===== config.mk =====
export PLATFORM = sky130hd
export DESIGN_NAME = reaction_responder
export DESIGN_NICKNAME = d
export VERILOG_FILES = /design/src/rtl/reaction_pkg.sv /design/src/rtl/reaction_responder_ms_tick.sv /design/src/rtl/reaction_responder.sv
export SDC_FILE = /design/constraint.sdc
export NUM_CORES = 1
export LEC_CHECK = 0
export ABC_AREA = 1
export BUFFER_PORTS_ARGS = -buffer_cell sky130_fd_sc_hd__buf_2
export CORE_MARGIN = 2
export CORE_UTILIZATION = 35
export DETAILED_ROUTE_END_ITERATION = 12
export PLACE_DENSITY = 0.58
export SLEW_MARGIN = 20
export SYNTH_ARGS = -nofsm -noshare
export SYNTH_HDL_FRONTEND = slang
export SYNTH_SLANG_ARGS = --single-unit

===== constraint.sdc =====
create_clock -name clk -period 3.5 [get_ports clk]
set_clock_uncertainty 0.2 [all_clocks]
set_input_delay 0.35 -clock clk [delete_from_list [all_inputs] [get_ports clk]]
set_output_delay 0.35 -clock clk [all_outputs]
set_load 0.02 [all_outputs]

===== src/rtl/reaction_pkg.sv =====
// Shared types for the reaction-time stopwatch and its automated responder:
// stimulus colour decode and the responder state encoding.
package reaction_pkg;

    localparam int MS_PER_S = 1000;
    localparam int CNT_W    = 16;

    typedef enum logic [2:0] {
        GREEN   = 3'd0,
        DARK    = 3'd1,
        WHITE   = 3'd2,
        RED     = 3'd3,
        YELLOW  = 3'd4,
        INVALID = 3'd5
    } colour_t;

    typedef enum logic [2:0] {
        ST_OFF          = 3'd0,
        ST_PRESS_START  = 3'd1,
        ST_WAIT_READY   = 3'd2,
        ST_DELAY        = 3'd3,
        ST_PRESS_ENTER  = 3'd4,
        ST_SHOW         = 3'd5,
        ST_PRESS_RESULT = 3'd6,
        ST_RECOVER      = 3'd7
    } state_t;

    // Bit order is {r, g, b}; unlisted combinations decode to INVALID.
    function automatic colour_t decode_colour(input logic [2:0] rgb);
        case (rgb)
            3'b010:  return GREEN;
            3'b000:  return DARK;
            3'b111:  return WHITE;
            3'b100:  return RED;
            3'b110:  return YELLOW;
            default: return INVALID;
        endcase
    endfunction

endpackage


===== src/rtl/reaction_responder_ms_tick.sv =====
// Free-running millisecond strobe: a one-cycle pulse every CLK_HZ/1000 clocks.
module ms_tick
    import reaction_pkg::*;
#(
    parameter int CLK_HZ = 100_000_000
) (
    input  logic clk,
    input  logic rst,
    output logic tick
);

    localparam int DIV = (CLK_HZ / MS_PER_S) > 0 ? (CLK_HZ / MS_PER_S) : 1;
    localparam int PW  = (DIV > 1) ? $clog2(DIV) : 1;
    localparam logic [PW-1:0] LAST = PW'(DIV - 1);

    logic [PW-1:0] prescale;

    always_ff @(posedge clk) begin
        if (rst) begin
            prescale <= '0;
            tick     <= 1'b0;
        end else if (prescale == LAST) begin
            prescale <= '0;
            tick     <= 1'b1;
        end else begin
            prescale <= prescale + 1'b1;
            tick     <= 1'b0;
        end
    end

endmodule


===== src/rtl/reaction_responder.sv =====
// Automated stopwatch player: watches the stimulus colour and presses
// start/enter so the measured reaction time equals delay_ms.
module reaction_responder
    import reaction_pkg::*;
#(
    parameter int CLK_HZ     = 100_000_000,
    parameter int START_HOLD = 20,
    parameter int DISPLAY_MS = 1000,
    parameter int ENTER_MAX  = 50
) (
    input  logic       clk,
    input  logic       rst,
    input  logic       enable,
    input  logic [9:0] delay_ms,
    input  logic       r_in,
    input  logic       g_in,
    input  logic       b_in,
    output logic       start_out,
    output logic       enter_out,
    output logic       busy,
    output logic [7:0] rounds,
    output logic       early_flag,
    output logic       late_flag
);

    localparam logic [CNT_W-1:0] HOLD_CNT  = CNT_W'(START_HOLD);
    localparam logic [CNT_W-1:0] SHOW_CNT  = CNT_W'(DISPLAY_MS);
    localparam logic [CNT_W-1:0] ENTER_CNT = CNT_W'(ENTER_MAX);

    logic             tick;
    colour_t          colour_p1;
    state_t           state;
    state_t           next_state;
    logic [CNT_W-1:0] count;
    logic [9:0]       delay_p1;
    logic             early_set;
    logic             late_set;
    logic             round_done;

    ms_tick #(.CLK_HZ(CLK_HZ)) u_ms_tick (
        .clk  (clk),
        .rst  (rst),
        .tick (tick)
    );

    // Stage p1: registered colour decode
    always_ff @(posedge clk) begin
        if (rst) begin
            colour_p1 <= DARK;
        end else begin
            colour_p1 <= decode_colour({r_in, g_in, b_in});
        end
    end

    // Colour checks come before count checks so a colour change beats a tick.
    always_comb begin
        next_state = state;
        case (state)
            ST_OFF: begin
                if (enable && colour_p1 == GREEN) next_state = ST_PRESS_START;
            end
            ST_PRESS_START: begin
                if (count == HOLD_CNT) next_state = ST_WAIT_READY;
            end
            ST_WAIT_READY: begin
                if (colour_p1 == WHITE)                          next_state = ST_DELAY;
                else if (colour_p1 == RED || colour_p1 == YELLOW) next_state = ST_RECOVER;
                else if (!enable)                                next_state = ST_OFF;
            end
            ST_DELAY: begin
                if (colour_p1 == YELLOW)               next_state = ST_RECOVER;
                else if (count == CNT_W'(delay_p1))    next_state = ST_PRESS_ENTER;
            end
            ST_PRESS_ENTER: begin
                if (colour_p1 != WHITE)      next_state = ST_SHOW;
                else if (count == ENTER_CNT) next_state = ST_RECOVER;
            end
            ST_SHOW: begin
                if (count == SHOW_CNT) next_state = ST_PRESS_RESULT;
            end
            ST_PRESS_RESULT: begin
                if (count == HOLD_CNT) next_state = ST_RECOVER;
            end
            ST_RECOVER: begin
                if (colour_p1 == GREEN) next_state = enable ? ST_PRESS_START : ST_OFF;
            end
            default: next_state = ST_OFF;
        endcase
    end

    assign early_set  = (state == ST_WAIT_READY) && (colour_p1 == RED);
    assign late_set   = ((state == ST_WAIT_READY) || (state == ST_DELAY)) && (colour_p1 == YELLOW);
    assign round_done = (state == ST_PRESS_ENTER) && (colour_p1 != WHITE);

    // Stage p2: state, ms counter and Moore outputs decoded from next_state
    always_ff @(posedge clk) begin
        if (rst) begin
            state      <= ST_OFF;
            count      <= '0;
            start_out  <= 1'b0;
            enter_out  <= 1'b0;
            busy       <= 1'b0;
            rounds     <= 8'd0;
            early_flag <= 1'b0;
            late_flag  <= 1'b0;
        end else begin
            state <= next_state;
            if (next_state != state) begin
                count <= '0;
            end else if (tick) begin
                count <= count + 1'b1;
            end
            start_out <= (next_state == ST_PRESS_START) || (next_state == ST_PRESS_RESULT);
            enter_out <= (next_state == ST_PRESS_ENTER);
            busy      <= (next_state != ST_OFF);
            if (round_done) rounds <= rounds + 8'd1;
            if (early_set)  early_flag <= 1'b1;
            if (late_set)   late_flag  <= 1'b1;
        end
    end

    // Latency is frozen on DELAY entry so a mid-round change cannot skew it.
    always_ff @(posedge clk) begin
        if (state != ST_DELAY && next_state == ST_DELAY) begin
            delay_p1 <= delay_ms;
        end
    end

endmodule


==> results of run 1 <==
## cell type report
class / instances / area share [%]
clock buffers: 13 / 4.01
clock inverters: 3 / 1.64
inverters: 72 / 6.81
multi-input cells: 321 / 42.9
flip-flops and latches: 63 / 34.3
well taps: 129 / 4.07
repair buffers: 39 / 6.24
## metrics by stage
stage | instance area (µm²) | util [%] | setup WS (ns)
after floorplan | 3380 | - | 0.685
after global placement | 3640 | 39.1 | 1.18
after detailed placement | 3640 | 39.1 | 1.19
after CTS | 3970 | 42.5 | 1.15
after global routing | 3970 | 42.5 | 0.959
final | 3970 | 42.5 | 1.17
## synthesized netlist by cell type (3+ instances only)
cell | number | share of area, %
nand2_1 | 105 | 12
nor2_1 | 70 | 7.8
inv_1 | 62 | 6.9
dfxtp_1 | 53 | 31
nand3_1 | 26 | 3.8
nor3_1 | 15 | 2.2
xor2_1 | 15 | 3.9
o21ai_0 | 14 | 2.1
nor2_4 | 12 | 4.0
a21oi_1 | 10 | 1.5
edfxtp_1 | 10 | 8.9
inv_2 | 8 | 0.89
nand4_1 | 7 | 1.3
nor2_2 | 6 | 1.1
ha_1 | 5 | 1.8
xnor2_1 | 5 | 1.3
nand2_4 | 4 | 1.3
nor4_1 | 4 | 0.74
nand3_2 | 3 | 0.89
## report_power, final
group          leakage, nW  internal, mW  total (mW)  switching, mW
Combinational        0.981        0.0266      0.0714         0.0447
Clock                0.114         0.439       0.710          0.271
Sequential           0.518         0.741       0.745        0.00401
## flip-flops by register name, indices dropped and copies added (netlist names), 3 cells and up
| register | cells |
|---|---|
| rounds | 8 |
| state | 3 |
| colour_p1 | 3 |
| u_ms_tick.prescale | 17 |
| delay_p1 | 10 |
| count | 16 |
## cell usage in the layout (no fill, tap or decap), types with 11 or more instances in the layout
master and n:
nand3_1 26, clkbuf_8 11, nand2_1 105, buf_2 28, dfxtp_1 53, nor2_4 12, xor2_1 15, o21ai_0 14
nor3_1 15, nor2_1 70, inv_1 62
## metal layers
| layer | up-vias | share of wire [%] |
|---|---|---|
| met1 | 1324 | 47 |
| met4 | 0 | 2.1 |
| met3 | 14 | 3.7 |
| li1 | 1540 | - |
| met2 | 55 | 48 |
| met5 | - | 0 |
## worst max-delay path by stage
stage                     slack (ns)     endpoint
after CTS                       1.15  delay_p1[1]
after floorplan                 0.69  delay_p1[0]
after global placement          1.18  delay_p1[3]
after global routing            0.96  delay_p1[0]
after detailed placement        1.19  delay_p1[2]
final                           1.17  delay_p1[1]
## cell families (layout without fill, tap and decap cells)
group	Yosys count	after routing	synth area share, %
DFF	63	63	40.2
and+or+nand+nor	263	263	37.6
adders and majority gates	5	5	1.85
AOI/OAI and AO/OA	33	33	5.51
buffers and inverters	78	127	9.62
xor gates and xnor gates	20	20	5.18
## repair_timing
item / 4_1_cts / 5_1_grt
hold buffers: 10 / 0
endpoints found under the hold margin: 10 / 0
buffers inserted: 0 / 0
==> results by group, run 1 <==
Route
  • DRC violations left: 0
  • Detail Route Antenna Nets: 0
  • Number of DRC markers in iteration 0: 137
  • Pre-Repair DR Iteration Count: 5
  • Drt total wl: 7350 µm
  • WL/cell: 11.5 µm
  • Via/cell ratio: 4.58
  • Via count: 2,933

Synth
  • Synth warn: 0
  • Synthesized Nets: 483
  • Synth Flop Type: dfxtp_1
  • Sequential element share of the synthesized area: 40.2%
  • Asr flop ratio synth: 0%
  • Number of flops mapped to enable cells by yosys: 10
  • Syn Std Cell Area: 0.00338 mm²
  • Flops & latches, synth: 63
  • Number of distinct library cells after synthesis: 37
  • Post-synthesis cell count: 462
  • Synthesized area per cell: 7.32 µm²

Clocking
  • Post_cts resized: 0
  • Clock tree buffer depth: 2
  • Clock transition at path regs: 0.06 ns
  • Clk Tree Root Cell: clkbuf_8
  • Skew-Pair Late Insertion Delay: 0.34 ns
  • Clock Sinks: 63
  • CTS tree: built
  • Htree depth: 3
  • CTS Buf Count: 9

Timing
  • Worst Tran Pin Value: 0.466 ns
  • Final Setup Violations: 0
  • RSZ-0062 raised after global routing: false
  • Max_slew headroom: 68.6%
  • Final Hold Fails: 0
  • Post-route setup TNS: 0 ns
  • Fin crit share: 66.7%
  • Minimum clock period: 2.33 ns
  • WHS: 0.0424 ns
  • Pins Over Slew Limit: 0
  • Max Fclk: 428 MHz

Worst setup path
  • Crit path from: count[0]
  • Slowest stage cell, crit path: dfxtp_1
  • CP Launch Type: register
  • Crit. End Element: register
  • R2R Path End: delay_p1[1]
  • R2R Path Start: count[0]
  • Critical path buffers and inverters: 3
  • Crit path top cell by count: nand3_1
  • Crit-path max cell delay: 0.36 ns
  • R2R cell count: 11
  • Critical Path AT: 2.18 ns
  • Worst Path Required: 3.34 ns
  • Flop2flop setup slack: 1.17 ns
  • Critical path class: register to register
  • Instance count on the critical path: 11
  • Crit Path Max Fanout: 10
  • CP Cell Sequence: inv_2 > ha_1 > nand3_1 > nor2_2 > nand3_1 > nand3_1 > nor2_1 > nand2_1 > inv_1 > nor4_2 > buf_4
  • CP delay by family, top: simple AND/OR/NAND/NOR gates

Power and ir drop
  • Pwr Density: 385 mW/mm²
  • Peak VDD IR: 0.171 mV
  • Final Power: 1.53 mW
  • LEAKAGE: 1.61 nW

Layout
  • # diodes: 0
  • Layout Nets: 527
  • Area grow syn2layout: 17.3%
  • Post-route insts no fill: 640
  • Layout cells sized above 1: 16.2%
  • Sequential cell area: 0.00136 mm²
  • Filler cells: 949
  • Multi-input logic area: 0.00170 mm²

Job
  • MaxCap Viol Count: 0

Worst hold path
  • Min-Delay Path Depth: 2
  • Min-delay src: g_in
  • Worst Hold Endpoint: colour_p1[0]
  • Worst Hold Class: input pin to register

Floorplanning
  • Die Width: 102 µm
  • Die Footprint: 0.0105 mm²
  • Area of the core: 0.00933 mm²
  • Initial Utilization: 36.3%
  • Row cnt: 35
  • IO Pins: 29
  • Chip height: 102 µm

Status
  • Status: completed

Placed design
  • Post-Place Cells: 614
  • Port-buffer cells: 28
  • DP HPWL: 5620 µm
  • RePlAce Congestion: 0.846

GRT
  • Vias in the first global route: 2,829
  • GRT overflow: 0
  • Largest net degree at the start of global routing: 17
  • Gr usage total: 15.3%
  • Global-route wire length before repair: 12,400 µm
  • GR peak layer: met2
  • Met1 Use GR: 18.8%
  • Initial antenna violation count: 0
  • GR Layer Usage met2: 25.5%
  • GR Util met3: 3.01%
(Power assumes the default switching activity.)
==> run 2, diff against run 1 <==
ABC_AREA = 0   (was 1)
clock period = 2.3 ns   (was 3.5 ns; I/O delays follow)
==> run 2 against run 1 <==
Register-to-register slack lost 1.2 ns. Power up 53%. The run now ends with setup timing left. Clock power grew 45%. Count of clock-buffer cells in the layout decreased by 4. Synthesized area is 9.8% lower. Die area shrank 9.5%. Critical path type unchanged. First-iteration DRC count down 32%. Critical endpoint is now delay_p1[4].
==> results by group, run 2 <==
Worst setup path
  • Critical Path AT: 2.22 ns
  • Crit-path max cell delay: 0.40 ns
  • Crit. End Element: register
  • Crit Path Max Fanout: 10
  • Slowest stage cell, crit path: or3b_4
  • Worst Path Required: 2.15 ns
  • Critical path class: register to register
  • Crit path top cell by count: nor3_4
  • CP Cell Sequence: or3b_4 > nor3_4 > and2b_4 > nor4_4 > buf_4 > and3_4 > nor3_4 > buf_12
  • CP Launch Type: register

Floorplanning
  • Area of the core: 0.00859 mm²
  • Chip height: 97.4 µm
  • Initial Utilization: 35.5%
  • Row cnt: 34
  • IO Pins: 29
  • Die Footprint: 0.00948 mm²
  • Die Width: 97.4 µm

Synth
  • Synth warn: 0
  • Post-synthesis cell count: 315
  • Most area-consuming cells after synthesis: dfxtp_1, edfxtp_1, xor2_1, xnor2_1, nor2_1
  • Cell accounting for the most synthesized area: dfxtp_1
  • Asr flop ratio synth: 0%
  • Sequential element share of the synthesized area: 44.6%
  • Top-area cell type share of the netlist area: 34.8%
  • Flops & latches, synth: 63
  • Synthesized area per cell: 9.68 µm²
  • Synth Flop Type: dfxtp_1
  • Syn Std Cell Area: 0.00305 mm²
  • Number of flops mapped to enable cells by yosys: 10
  • Post-synth top cells: dfxtp_1, nor2_1, xor2_1
  • Number of distinct library cells after synthesis: 53
  • Top-count cell post-synth: dfxtp_1
  • Synthesized Nets: 336

GRT
  • GR peak layer: met2
  • GR Util met3: 3.45%
  • GRT overflow: 0
  • Global-route wire length before repair: 12,200 µm
  • GR Layer Usage met2: 26.2%
  • Initial antenna violation count: 0
  • Met1 Use GR: 19.6%
  • Gr usage total: 15.8%
  • Vias in the first global route: 2,650
  • Largest net degree at the start of global routing: 24

Clocking
  • CTS tree: built
  • CTS Buf Count: 9
  • Clock tree buffer depth: 2
  • Clock Sinks: 63
  • Clk Tree Root Cell: clkbuf_8
  • Htree depth: 3
  • Clock transition at path regs: 0.07 ns
  • Skew-Pair Late Insertion Delay: 0.34 ns

Route
  • Drt total wl: 7210 µm
  • Via count: 2,591
  • WL/cell: 13.7 µm
  • DRC violations left: 0
  • Via/cell ratio: 4.93
  • Number of DRC markers in iteration 0: 93
  • Pre-Repair DR Iteration Count: 4
  • Detail Route Antenna Nets: 0

Placed design
  • Port-buffer cells: 28
  • Post-DP Area: 0.00359 mm²
  • DP HPWL: 4700 µm
  • RePlAce Congestion: 0.844

Timing
  • Worst Tran Pin Value: 0.464 ns
  • Fin crit share: 103%
  • Final Hold Fails: 0
  • Max_slew headroom: 68.8%
  • Final Setup Violations: 22
  • RSZ-0062 raised after global routing: true
  • Minimum clock period: 2.36 ns
  • Final setup margin: -0.0623 ns
  • Max Fclk: 423 MHz
  • Pins Over Slew Limit: 0

Layout
  • Design area: 0.00440 mm²
  • Commonest cells after routing, fill and taps aside: buf_4, dfxtp_1, nor2_1
  • Max reg flops: 17
  • Largest registers: u_ms_tick.prescale (17), count (16), delay_p1 (10)
  • Layout cells sized above 1: 37.6%
  • Layout Nets: 434
  • Biggest register: u_ms_tick.prescale
  • # diodes: 0
  • Most common cell after layout, fill and taps aside: buf_4
  • Area grow syn2layout: 44.3%

Job
  • MaxCap Viol Count: 0

Status
  • Failing checks: setup timing
  • Status: complete, but fails checks

Power and ir drop
  • LEAKAGE: 1.73 nW
  • Pwr Density: 529 mW/mm²
  • Final Power: 2.33 mW
  • Peak VDD IR: 0.279 mV

Worst hold path
  • Worst Hold Class: input pin to register
[run 2: final timing paths]
check	startpoint	to	slack, ns	cells past startpoint
worst max register to register	state[1]	delay_p1[4]	-0.06	8
worst min register to register	u_ms_tick.prescale[0]	u_ms_tick.prescale[0]	0.25	1
worst min-delay path	rst	colour_p1[2]	0.1	2
worst max-delay path	state[1]	delay_p1[4]	-0.06	8
[run 2: critical path: cells and delay by family, from the launching register on]
kind / cells / cell delay [ns]
and+or+nand+nor: 6 / 1.20
buffers and inverters: 2 / 0.32
DFF: 1 / 0.34
[run 2: cells by family after synthesis]
family | Yosys count | share of synthesized area [%]
flip-flops | 63 | 44.6
XOR/XNOR | 50 | 14.4
AND/OR/NAND/NOR | 153 | 28.1
adder cells (fa/ha/maj) | 5 | 2.05
multiplexers | 4 | 1.35
AO/OA/AOI/OAI | 22 | 5.87
buffers and inverters | 18 | 3.61
[run 2: what timing repair did]
| item | 4_1_cts | 5_1_grt |
|---|---|---|
| resized for setup | 38 | 23 |
| setup endpoints to repair | 28 | 29 |
| hold buffers | 14 | 0 |
| endpoints found under the hold margin | 13 | 0 |
| buffers inserted | 15 | 1 |
| cloned | 2 | 0 |
| pin swaps | 17 | 15 |
[run 2: area by class of cell]
type / instances / area [µm²]
Inverter: 5 / 18.8
Clock inverter: 7 / 86.3
Sequential cell: 63 / 1370
Timing Repair Buffer: 100 / 820
Tap cell: 108 / 135
Fill cell: 787 / 4190
Multi-Input combinational cell: 234 / 1850
Clock buffer: 9 / 124
[run 2: stage by stage]
step | setup TNS, ns | instances | setup WS, ns | util [%] | hold WS, ns
2_1_floorplan | 0 | 315 | 0.000686 | - | 0.117
3_3_place_gp | -5.62 | 480 | -0.296 | 41.7 | 0.206
3_5_place_dp | -7.07 | 480 | -0.343 | 41.7 | 0.209
4_1_cts | -1.59 | 525 | -0.121 | 49.9 | 0.0946
5_1_grt | -4.49 | 526 | -0.209 | 51.2 | 0.116
6_report | -0.936 | 526 | -0.0623 | 51.2 | 0.0994
[run 2: report_power, final]
group	internal, mW	switching [mW]	total (mW)
Combinational	0.0853	0.0776	0.163
Sequential	1.13	0.00899	1.14
Clock	0.601	0.429	1.03
Total	1.81	0.516	2.33
[run 2: metal layers]
metal,share of wire [%],up-vias
met1,45,1237
li1,-,1315
met2,50,27
met3,2.5,12
met4,1.8,0
met5,0,-
==> run 3, diff against run 2 <==
HOLD_SLACK_MARGIN = 0.1   (was not set)
==> run 3 against run 2 <==
The flow still finishes with violations (setup timing). Power up 0.20%. Sequential power about the same. Critical path depth unchanged. Utilization up 0.35 points. Final cell count up 0.57%. Sequential share of layout area down 0.21 points. Register-to-register slack about the same. Wire length up 0.68%. Critical endpoint unchanged. Largest power group unchanged.
==> results by group, run 3 (same netlist as run 2, synthesis figures left out) <==
Route
  • Detail Route Antenna Nets: 0
  • Drt total wl: 7260 µm
  • Pre-Repair DR Iteration Count: 4
  • WL/cell: 13.7 µm
  • Via count: 2,604
  • Number of DRC markers in iteration 0: 76
  • DRC violations left: 0
  • Via/cell ratio: 4.92

Clocking
  • Htree depth: 3
  • CTS tree: built
  • Clk Tree Root Cell: clkbuf_8
  • Clock tree buffer depth: 2
  • Clock transition at path regs: 0.07 ns
  • Skew-Pair Late Insertion Delay: 0.34 ns
  • Clock Sinks: 63
  • CTS Buf Count: 9

Layout
  • Design area: 0.00443 mm²
  • Max reg flops: 17
  • Post-route insts no fill: 529
  • Most common cell after layout, fill and taps aside: buf_4
  • Commonest cells after routing, fill and taps aside: buf_4, dfxtp_1, nor2_1
  • Biggest register: u_ms_tick.prescale
  • Layout Nets: 437
  • Filler cells: 780
  • Area grow syn2layout: 45.3%
  • Largest registers: u_ms_tick.prescale (17), count (16), delay_p1 (10)
  • # diodes: 0
  • Post-layout util: 51.6%
  • Layout cells sized above 1: 37.3%

Power and ir drop
  • Sw Ratio: 22.1%
  • Final Power: 2.33 mW
  • Cell internal pwr: 1.82 mW
  • Pwr Density: 527 mW/mm²
  • Reg power frac: 48.7%
  • LEAKAGE: 1.74 nW
  • Switching power of the nets: 0.517 mW
  • Peak VDD IR: 0.279 mV
  • Logic gate share of total power: 7.2%
  • Clk network pwr share: 44.1%

Timing
  • Final Setup Violations: 22
  • Minimum clock period: 2.36 ns
  • Pins Over Slew Limit: 0
  • Max_slew headroom: 68.8%
  • Max Fclk: 424 MHz
  • Final setup margin: -0.0601 ns
  • Post-route setup TNS: -0.936 ns
  • Final Hold Fails: 0
  • Worst Tran Pin Value: 0.464 ns
  • Fin crit share: 103%
  • WHS: 0.175 ns
  • RSZ-0062 raised after global routing: true

GRT
  • Global-route wire length before repair: 12,300 µm
  • GRT overflow: 0
  • Vias in the first global route: 2,656
  • Gr usage total: 15.9%
  • Initial antenna violation count: 0
  • Largest net degree at the start of global routing: 24

Placed design
  • Pre-CTS setup slack: -0.343 ns
  • RePlAce Congestion: 0.844
  • Post-Place Cells: 480
  • Post-DP Area: 0.00359 mm²
  • Port-buffer cells: 28
  • DP HPWL: 4700 µm

Worst setup path
  • Worst Path Required: 2.15 ns
  • Critical Path AT: 2.21 ns
  • Crit. End Element: register
  • Critical path class: register to register
  • Crit Path Max Fanout: 10
  • CP Launch Type: register

Status
  • Failing checks: setup timing
  • Status: complete, but fails checks

Floorplanning
  • Die Width: 97.4 µm
  • IO Pins: 29
  • Chip height: 97.4 µm
  • Die Footprint: 0.00948 mm²
  • Initial Utilization: 35.5%
  • Area of the core: 0.00859 mm²
  • Row cnt: 34

Worst hold path
  • Worst Hold Class: input pin to register

Job
  • MaxCap Viol Count: 0
## run 3: area by class of cell
type / count / area [µm²] / area share [%]
tap: 108 / 135 / 3.05
clock inverter: 7 / 86.3 / 1.95
multi-input combinational: 234 / 1850 / 41.6
sequential: 63 / 1370 / 31.0
timing repair buffer: 103 / 850 / 19.2
inverter: 5 / 18.8 / 0.423
clock buffer: 9 / 124 / 2.80
## run 3: final timing paths
check / slack, ns / end / startpoint / cells after the start
worst min register to register: 0.25 / u_ms_tick.prescale[0] / u_ms_tick.prescale[0] / 1
worst min-delay path: 0.18 / state[0] / enable / 4
worst max-delay path: -0.06 / delay_p1[4] / state[1] / 8
worst max register to register: -0.06 / delay_p1[4] / state[1] / 8
## run 3: critical path: stages (launching register included)
cell and delay, ns:
dfxtp_2 0.34, or3b_4 0.40, nor3_4 0.21, and2b_4 0.18, nor4_4 0.05, buf_4 0.16, and3_4 0.17, nor3_4 0.19
buf_12 0.16
## run 3: timing repair
| item | CTS | global route |
|---|---|---|
| pin swaps | 17 | 15 |
| endpoints found under the setup margin | 28 | 29 |
| hold buffers | 17 | 0 |
| hold endpoints to repair | 16 | 0 |
| buffers inserted | 15 | 1 |
| resized for setup | 38 | 23 |
| gates cloned | 2 | 0 |
## run 3: power groups by stage
stage	Combinational (mW)	Clock, mW	Sequential [mW]
5_1_grt	0.181	1.11	1.14
3_5_place_dp	0.100	0	1.16
6_report	0.168	1.03	1.14
4_1_cts	0.156	1.05	1.14
2_1_floorplan	0.0588	0	1.16
3_3_place_gp	0.0991	0	1.16
## run 3: routing by layer
layer	part of all wire (%)	up-vias	GRT usage (%)
li1	-	1323	-
met1	45	1245	19.8
met2	51	26	26.4
met3	2.1	10	3.45
met4	1.6	0	7.48
met5	0	-	0
